### src/rtl/multicycle_control.sv
// Multicycle CPU control FSM. It handles memory handshakes with a timeout and
// sets a sticky fault on an illegal opcode or on a memory timeout.
//
// state  | meaning
// FETCH  | instruction read, wait for mem_ready
// DECODE | register read and branch target compute
// MEMADR | effective address compute for lw/sw
// MEMRD  | data read, wait for mem_ready
// MEMWB  | load result to register file
// MEMWR  | data write, wait for mem_ready
// REXEC  | R-type ALU op
// RWB    | R-type writeback
// IEXEC  | nori ALU op
// IWB    | immediate writeback
// BRANCH | conditional branch resolve
// JUMP   | unconditional jump
// JSPAL  | jspal memory write plus PC update
// FAULT  | sticky error, left only through reset
module multicycle_control #(
  parameter int MEM_TIMEOUT = 15,
  parameter int CNT_W       = 8
) (
  input  logic       clk,
  input  logic       rst_n,
  input  logic [5:0] opcode,
  input  logic       mem_ready,
  output logic       mem_req,
  output logic       iord,
  output logic       memread,
  output logic       memwrite,
  output logic       irwrite,
  output logic       memtoreg,
  output logic       regdest,
  output logic       regwrite,
  output logic       alusrca,
  output logic       pcwrite,
  output logic       pcwritecond,
  output logic [1:0] alusrcb,
  output logic [1:0] aluop,
  output logic [1:0] pcsource,
  output logic [2:0] bj,
  output logic       mode,
  output logic [3:0] state,
  output logic       instr_done,
  output logic       fault,
  output logic [1:0] fault_code
);

  typedef enum logic [3:0] {
    S_FETCH  = 4'd0,
    S_DECODE = 4'd1,
    S_MEMADR = 4'd2,
    S_MEMRD  = 4'd3,
    S_MEMWB  = 4'd4,
    S_MEMWR  = 4'd5,
    S_REXEC  = 4'd6,
    S_RWB    = 4'd7,
    S_IEXEC  = 4'd8,
    S_IWB    = 4'd9,
    S_BRANCH = 4'd10,
    S_JUMP   = 4'd11,
    S_JSPAL  = 4'd12,
    S_FAULT  = 4'd13
  } state_t;

  localparam logic [5:0] OP_R     = 6'b000000;
  localparam logic [5:0] OP_LW    = 6'b100011;
  localparam logic [5:0] OP_SW    = 6'b101011;
  localparam logic [5:0] OP_BEQ   = 6'b000100;
  localparam logic [5:0] OP_BLTZ  = 6'b000001;
  localparam logic [5:0] OP_NORI  = 6'b001101;
  localparam logic [5:0] OP_BZ    = 6'b011000;
  localparam logic [5:0] OP_JSPAL = 6'b010011;
  localparam logic [5:0] OP_J     = 6'b000010;

  localparam logic [1:0] FC_ILLEGAL = 2'b01;
  localparam logic [1:0] FC_TIMEOUT = 2'b10;

  state_t           state_q, state_d;
  logic [5:0]       op_q, op_d;
  logic [CNT_W-1:0] cnt_q, cnt_d;
  logic             fault_q, fault_d;
  logic [1:0]       fault_code_q, fault_code_d;
  logic             instr_done_q, instr_done_d;
  logic             timeout;

  assign timeout = (cnt_q == CNT_W'(MEM_TIMEOUT));

  always_comb begin
    mem_req      = 1'b0;
    iord         = 1'b0;
    memread      = 1'b0;
    memwrite     = 1'b0;
    irwrite      = 1'b0;
    memtoreg     = 1'b0;
    regdest      = 1'b0;
    regwrite     = 1'b0;
    alusrca      = 1'b0;
    pcwrite      = 1'b0;
    pcwritecond  = 1'b0;
    alusrcb      = 2'b00;
    aluop        = 2'b00;
    pcsource     = 2'b00;
    bj           = 3'b000;
    mode         = 1'b0;
    state_d      = state_q;
    op_d         = op_q;
    fault_code_d = fault_code_q;

    case (state_q)
      S_FETCH: begin
        mem_req = 1'b1;
        memread = 1'b1;
        alusrcb = 2'b01;
        irwrite = mem_ready;
        pcwrite = mem_ready;
        if (mem_ready) begin
          state_d = S_DECODE;
        end else if (timeout) begin
          state_d      = S_FAULT;
          fault_code_d = FC_TIMEOUT;
        end
      end
      S_DECODE: begin
        alusrcb = 2'b11;
        op_d    = opcode;
        case (opcode)
          OP_R:                  state_d = S_REXEC;
          OP_LW, OP_SW:          state_d = S_MEMADR;
          OP_NORI:               state_d = S_IEXEC;
          OP_BEQ, OP_BLTZ, OP_BZ: state_d = S_BRANCH;
          OP_J:                  state_d = S_JUMP;
          OP_JSPAL:              state_d = S_JSPAL;
          default: begin
            state_d      = S_FAULT;
            fault_code_d = FC_ILLEGAL;
          end
        endcase
      end
      S_MEMADR: begin
        alusrca = 1'b1;
        alusrcb = 2'b10;
        if (op_q == OP_LW) begin
          state_d = S_MEMRD;
        end else if (op_q == OP_SW) begin
          state_d = S_MEMWR;
        end else begin
          state_d      = S_FAULT;
          fault_code_d = FC_ILLEGAL;
        end
      end
      S_MEMRD: begin
        mem_req = 1'b1;
        memread = 1'b1;
        iord    = 1'b1;
        if (mem_ready) begin
          state_d = S_MEMWB;
        end else if (timeout) begin
          state_d      = S_FAULT;
          fault_code_d = FC_TIMEOUT;
        end
      end
      S_MEMWB: begin
        regwrite = 1'b1;
        memtoreg = 1'b1;
        state_d  = S_FETCH;
      end
      S_MEMWR: begin
        mem_req  = 1'b1;
        memwrite = 1'b1;
        iord     = 1'b1;
        if (mem_ready) begin
          state_d = S_FETCH;
        end else if (timeout) begin
          state_d      = S_FAULT;
          fault_code_d = FC_TIMEOUT;
        end
      end
      S_REXEC: begin
        alusrca = 1'b1;
        aluop   = 2'b10;
        state_d = S_RWB;
      end
      S_RWB: begin
        regwrite = 1'b1;
        regdest  = 1'b1;
        state_d  = S_FETCH;
      end
      S_IEXEC: begin
        alusrca = 1'b1;
        alusrcb = 2'b10;
        aluop   = 2'b11;
        state_d = S_IWB;
      end
      S_IWB: begin
        regwrite = 1'b1;
        state_d  = S_FETCH;
      end
      S_BRANCH: begin
        alusrca     = 1'b1;
        aluop       = 2'b01;
        pcwritecond = 1'b1;
        pcsource    = 2'b01;
        case (op_q)
          OP_BEQ:  bj = 3'b110;
          OP_BLTZ: bj = 3'b101;
          OP_BZ: begin
            bj   = 3'b001;
            mode = 1'b1;
          end
          default: bj = 3'b000;
        endcase
        state_d = S_FETCH;
      end
      S_JUMP: begin
        pcwrite  = 1'b1;
        pcsource = 2'b10;
        bj       = 3'b010;
        state_d  = S_FETCH;
      end
      S_JSPAL: begin
        mem_req  = 1'b1;
        memwrite = 1'b1;
        iord     = 1'b1;
        bj       = 3'b011;
        pcsource = 2'b10;
        pcwrite  = mem_ready;
        if (mem_ready) begin
          state_d = S_FETCH;
        end else if (timeout) begin
          state_d      = S_FAULT;
          fault_code_d = FC_TIMEOUT;
        end
      end
      S_FAULT: state_d = S_FAULT;
      default: begin
        state_d      = S_FAULT;
        fault_code_d = FC_ILLEGAL;
      end
    endcase

    // Any state change clears the counter; only memory states ever count.
    if (state_d != state_q) begin
      cnt_d = '0;
    end else if (mem_req && !mem_ready) begin
      cnt_d = cnt_q + CNT_W'(1);
    end else begin
      cnt_d = cnt_q;
    end

    fault_d      = (state_d == S_FAULT);
    instr_done_d = (state_d == S_FETCH) && (state_q != S_FETCH) && (state_q != S_FAULT);
  end

  always_ff @(posedge clk or negedge rst_n) begin
    if (!rst_n) begin
      state_q      <= S_FETCH;
      op_q         <= 6'b000000;
      cnt_q        <= '0;
      fault_q      <= 1'b0;
      fault_code_q <= 2'b00;
      instr_done_q <= 1'b0;
    end else begin
      state_q      <= state_d;
      op_q         <= op_d;
      cnt_q        <= cnt_d;
      fault_q      <= fault_d;
      fault_code_q <= fault_code_d;
      instr_done_q <= instr_done_d;
    end
  end

  assign state      = state_q;
  assign fault      = fault_q;
  assign fault_code = fault_code_q;
  assign instr_done = instr_done_q;

endmodule

### config.mk
export PLATFORM = sky130hd
export DESIGN_NAME = multicycle_control
export DESIGN_NICKNAME = d
export VERILOG_FILES = /design/src/rtl/multicycle_control.sv
export SDC_FILE = /design/constraint.sdc
export NUM_CORES = 1
export LEC_CHECK = 0
export BUFFER_PORTS_ARGS = -buffer_cell sky130_fd_sc_hd__buf_2
export CAP_MARGIN = 40
export CELL_PAD_IN_SITES_DETAIL_PLACEMENT = 2
export CELL_PAD_IN_SITES_GLOBAL_PLACEMENT = 2
export CORE_MARGIN = 3
export CORE_UTILIZATION = 28
export CTS_CLUSTER_SIZE = 14
export DETAILED_ROUTE_END_ITERATION = 10
export PLACE_DENSITY = 0.87
export SLEW_MARGIN = 20
export SYNTH_ARGS = -nofsm -noshare
export SYNTH_HDL_FRONTEND = slang
export SYNTH_SLANG_ARGS = --single-unit
### constraint.sdc
create_clock -name clk -period 1.97 [get_ports clk]
set_input_delay 0.0985 -clock clk [delete_from_list [all_inputs] [get_ports clk]]
set_output_delay 0.0985 -clock clk [all_outputs]
set_load 0.02 [all_outputs]
==> results.yml <==
outcome:
  status: "complete, but fails checks"
  violations: "negative setup slack"
timing:
  fin_crit_ps: 2200
  hold_slack_ps: 189
  setup_ws_ps: -226
  finalSetupViolations: 18
  rsz0062_at_grt: "true"
  finalHoldViolations: 0
  timing.slew.headroom_pct: 62.5
  finalCritPeriodShare_pct: 111
  max_freq_ghz: 0.455
  fin_worst_skew_ps: 13.2
  max_slew.worst_pin.slew_ps: 548
  maxSlewViolCount: 0
route:
  route.vias.total: 2451
  dr_wl_met2_mm: 6.46
  drtPass1Iterations: 4
  vias_per_cell: 6.14
  antenna_left: 0
  wl_met3_um: 482
  routed.top_layer: "met4"
  drc: 0
  wl_per_cell_um: 29.9
  routed_wl_mm: 11.9
  drt_iter0_drc: 125
  wl_met1_mm: 4.22
placed_design:
  gp_congestion: 0.891
  dpl_worst_slack_ps: -329
  port-buffer-count: 37
  hpwlAfterDp_mm: 6.09
power_and_ir_drop:
  power_density_nw_per_um2: 1830
  peakVddDrop_uv: 1190
  fin_total_pwr_uw: 5860
  p_leak_uw: 0.00137
synthesis:
  synth_flop_cell: "dfrtp_1"
  yosys.cell_types.count: 62
  ys_warn_count: 0
  async_reset_ff_share_pct: 100
  ys_ff_latch: 22
  synth_nets: 246
  syn_inst: 236
  syn_area_um2: 1850
  postSynthAreaPerCell_um2: 7.83
  seq_area_frac_synth_pct: 29.8
  synth-edff-count: 0
finish:
  antenna_cells: 0
  drive_gt1_share_pct: 56.5
  final_net_count: 335
  area_growth_pct: 73.5
  fillerInstances: 644
floorplan:
  ios: 38
  dieArea_um2: 7610
  num_rows: 28
  core_area_um2: 6170
  die_w_um: 87.2
  initial_core_util_pct: 30.0
  dieHeight_um: 87.2
clocking:
  clock_path_buffers: 2
  cts-root-buf: "clkbuf_8"
  htreeDepth: 1
  path_clk_slew_ps: 100
  clock_latency_ps: 280
  cts_tree: "built"
  numCtsBuffers: 3
  clock_sinks: 22
setup_path:
  arrival_ps: 2370
  cp-end-kind: "flop"
  criticalPathCategory: "reg -> reg"
  worst-path-max-fanout: 9
  start_kind: "flop"
  crit_required_ps: 2150
  worst-r2r-cell-count: 8
grt:
  grt_pass1_wl_mm: 14.8
  grt_max_degree: 23
  antenna_found_initial: 0
  track_usage_pct: 25.4
  overflow: 0
  grt_pass1_vias: 2555
hold_path:
  worstHoldPathCells: 3
  hp-class: "in -> reg"
run:
  cap_violations: 0
[metal layers]
metal	up-vias	track usage [%]
met5	-	0
met3	52	2.65
met1	1237	29.7
met4	0	10.5
li1	1049	-
met2	113	46.6
[synthesized netlist by cell type, types with 3 or more instances]
| master | count | share of area [%] |
|---|---|---|
| nor4_1 | 10 | 3.4 |
| o22ai_1 | 5 | 1.7 |
| nand3_1 | 8 | 2.2 |
| clkbuf_1 | 6 | 1.2 |
| buf_2 | 8 | 2.2 |
| dfrtp_1 | 22 | 30 |
| nand2_1 | 29 | 5.9 |
| a211oi_1 | 3 | 1.2 |
| and3_1 | 7 | 2.4 |
| o21ai_0 | 8 | 2.2 |
| nand2b_1 | 5 | 1.7 |
| o31ai_1 | 4 | 1.6 |
| nor2_1 | 23 | 4.7 |
| xnor2_1 | 6 | 2.8 |
| inv_1 | 7 | 1.4 |
| nor3_1 | 9 | 2.4 |
| a31oi_1 | 3 | 1.0 |
| a21oi_1 | 11 | 3.0 |
| nor4bb_1 | 3 | 1.6 |
| xor2_1 | 5 | 2.4 |
| o211ai_1 | 3 | 1.2 |
[registers in the layout, indices dropped and copies added (netlist names)]
name and count:
fault_code 2, instr_done 1, fault 1, state 4
op_q 6, cnt_q 8
[final timing paths]
check	start	endpoint	slack, ps
worst max-delay path	state[0]	fault_code[0]	-230
worst min-delay path	opcode[1]	op_q[1]	190
worst max register to register	state[0]	fault_code[0]	-230
worst min register to register	op_q[1]	op_q[1]	540
max in group asynchronous	rst_n	cnt_q[6]	1250
min in group asynchronous	rst_n	cnt_q[1]	320
[final cells by class]
cell class / count / area (µm²) / share of cell area (%)
clock buffers: 3 / 41.3 / 1.29
clock inverters: 1 / 30.0 / 0.937
inverters: 10 / 46.3 / 1.44
multi-input cells: 186 / 1660 / 51.7
flip-flops and latches: 22 / 557 / 17.4
well taps: 75 / 93.8 / 2.93
repair buffers: 102 / 781 / 24.4
[power breakdown]
group	internal (µW)	switching [µW]	total (µW)
clock network	272	182	455
logic	1950	2670	4630
registers	591	188	779
[through the flow]
step / TNS, ps / instance area [µm²] / instances / utilization [%]
finish: -2320 / 3210 / 399 / 52.0
global route: -3450 / 3210 / 399 / 52.0
CTS: -549 / 2720 / 380 / 44.1
detailed placement: -1950 / 2360 / 370 / 38.3
global placement: -214 / 2360 / 370 / 38.3
floorplan: -634 / 1880 / 236 / -
[worst max-delay path, stage by stage (launching register included)]
cell and delay [ps]:
dfrtp_2 520, buf_6 180, buf_4 130, nand2b_4 70, a21oi_2 170, o31ai_1 120
a222oi_1 400, buf_4 200, mux2_4 300
[cell usage in the layout, fill, tap and decap left out, types with 4 or more instances in the layout]
master,instances
nand2_2,4
nand2_1,21
nor4_4,5
buf_4,55
nor4_2,4
dfrtp_2,5
inv_1,7
nand3_2,4
nand3_1,4
o21ai_0,7
and3_1,5
nor3_1,7
buf_2,29
nor2_1,19
a21oi_1,5
buf_6,14
nand2_4,4
a21oi_2,4
xnor2_1,4
dfrtp_1,17
[kinds of logic (layout without fill, tap and decap cells)]
kind of cell	after synthesis	count (layout)	share of synthesized area, %
muxes	3	3	1.76
DFF	22	22	29.8
xor gates and xnor gates	11	11	5.21
AOI/OAI and AO/OA	60	60	23.6
buffers and inverters	28	116	6.84
adders and majority gates	1	1	0.677
and+or+nand+nor	111	111	32.2
[timing repair]
action                                 CTS  global route
pin swaps                                9            16
hold buffers                             1             0
buffers inserted                         5            19
endpoints found under the hold margin   22             0
resized for setup                       52            68
setup endpoints to repair               26            21
(Power assumes the default switching activity.)
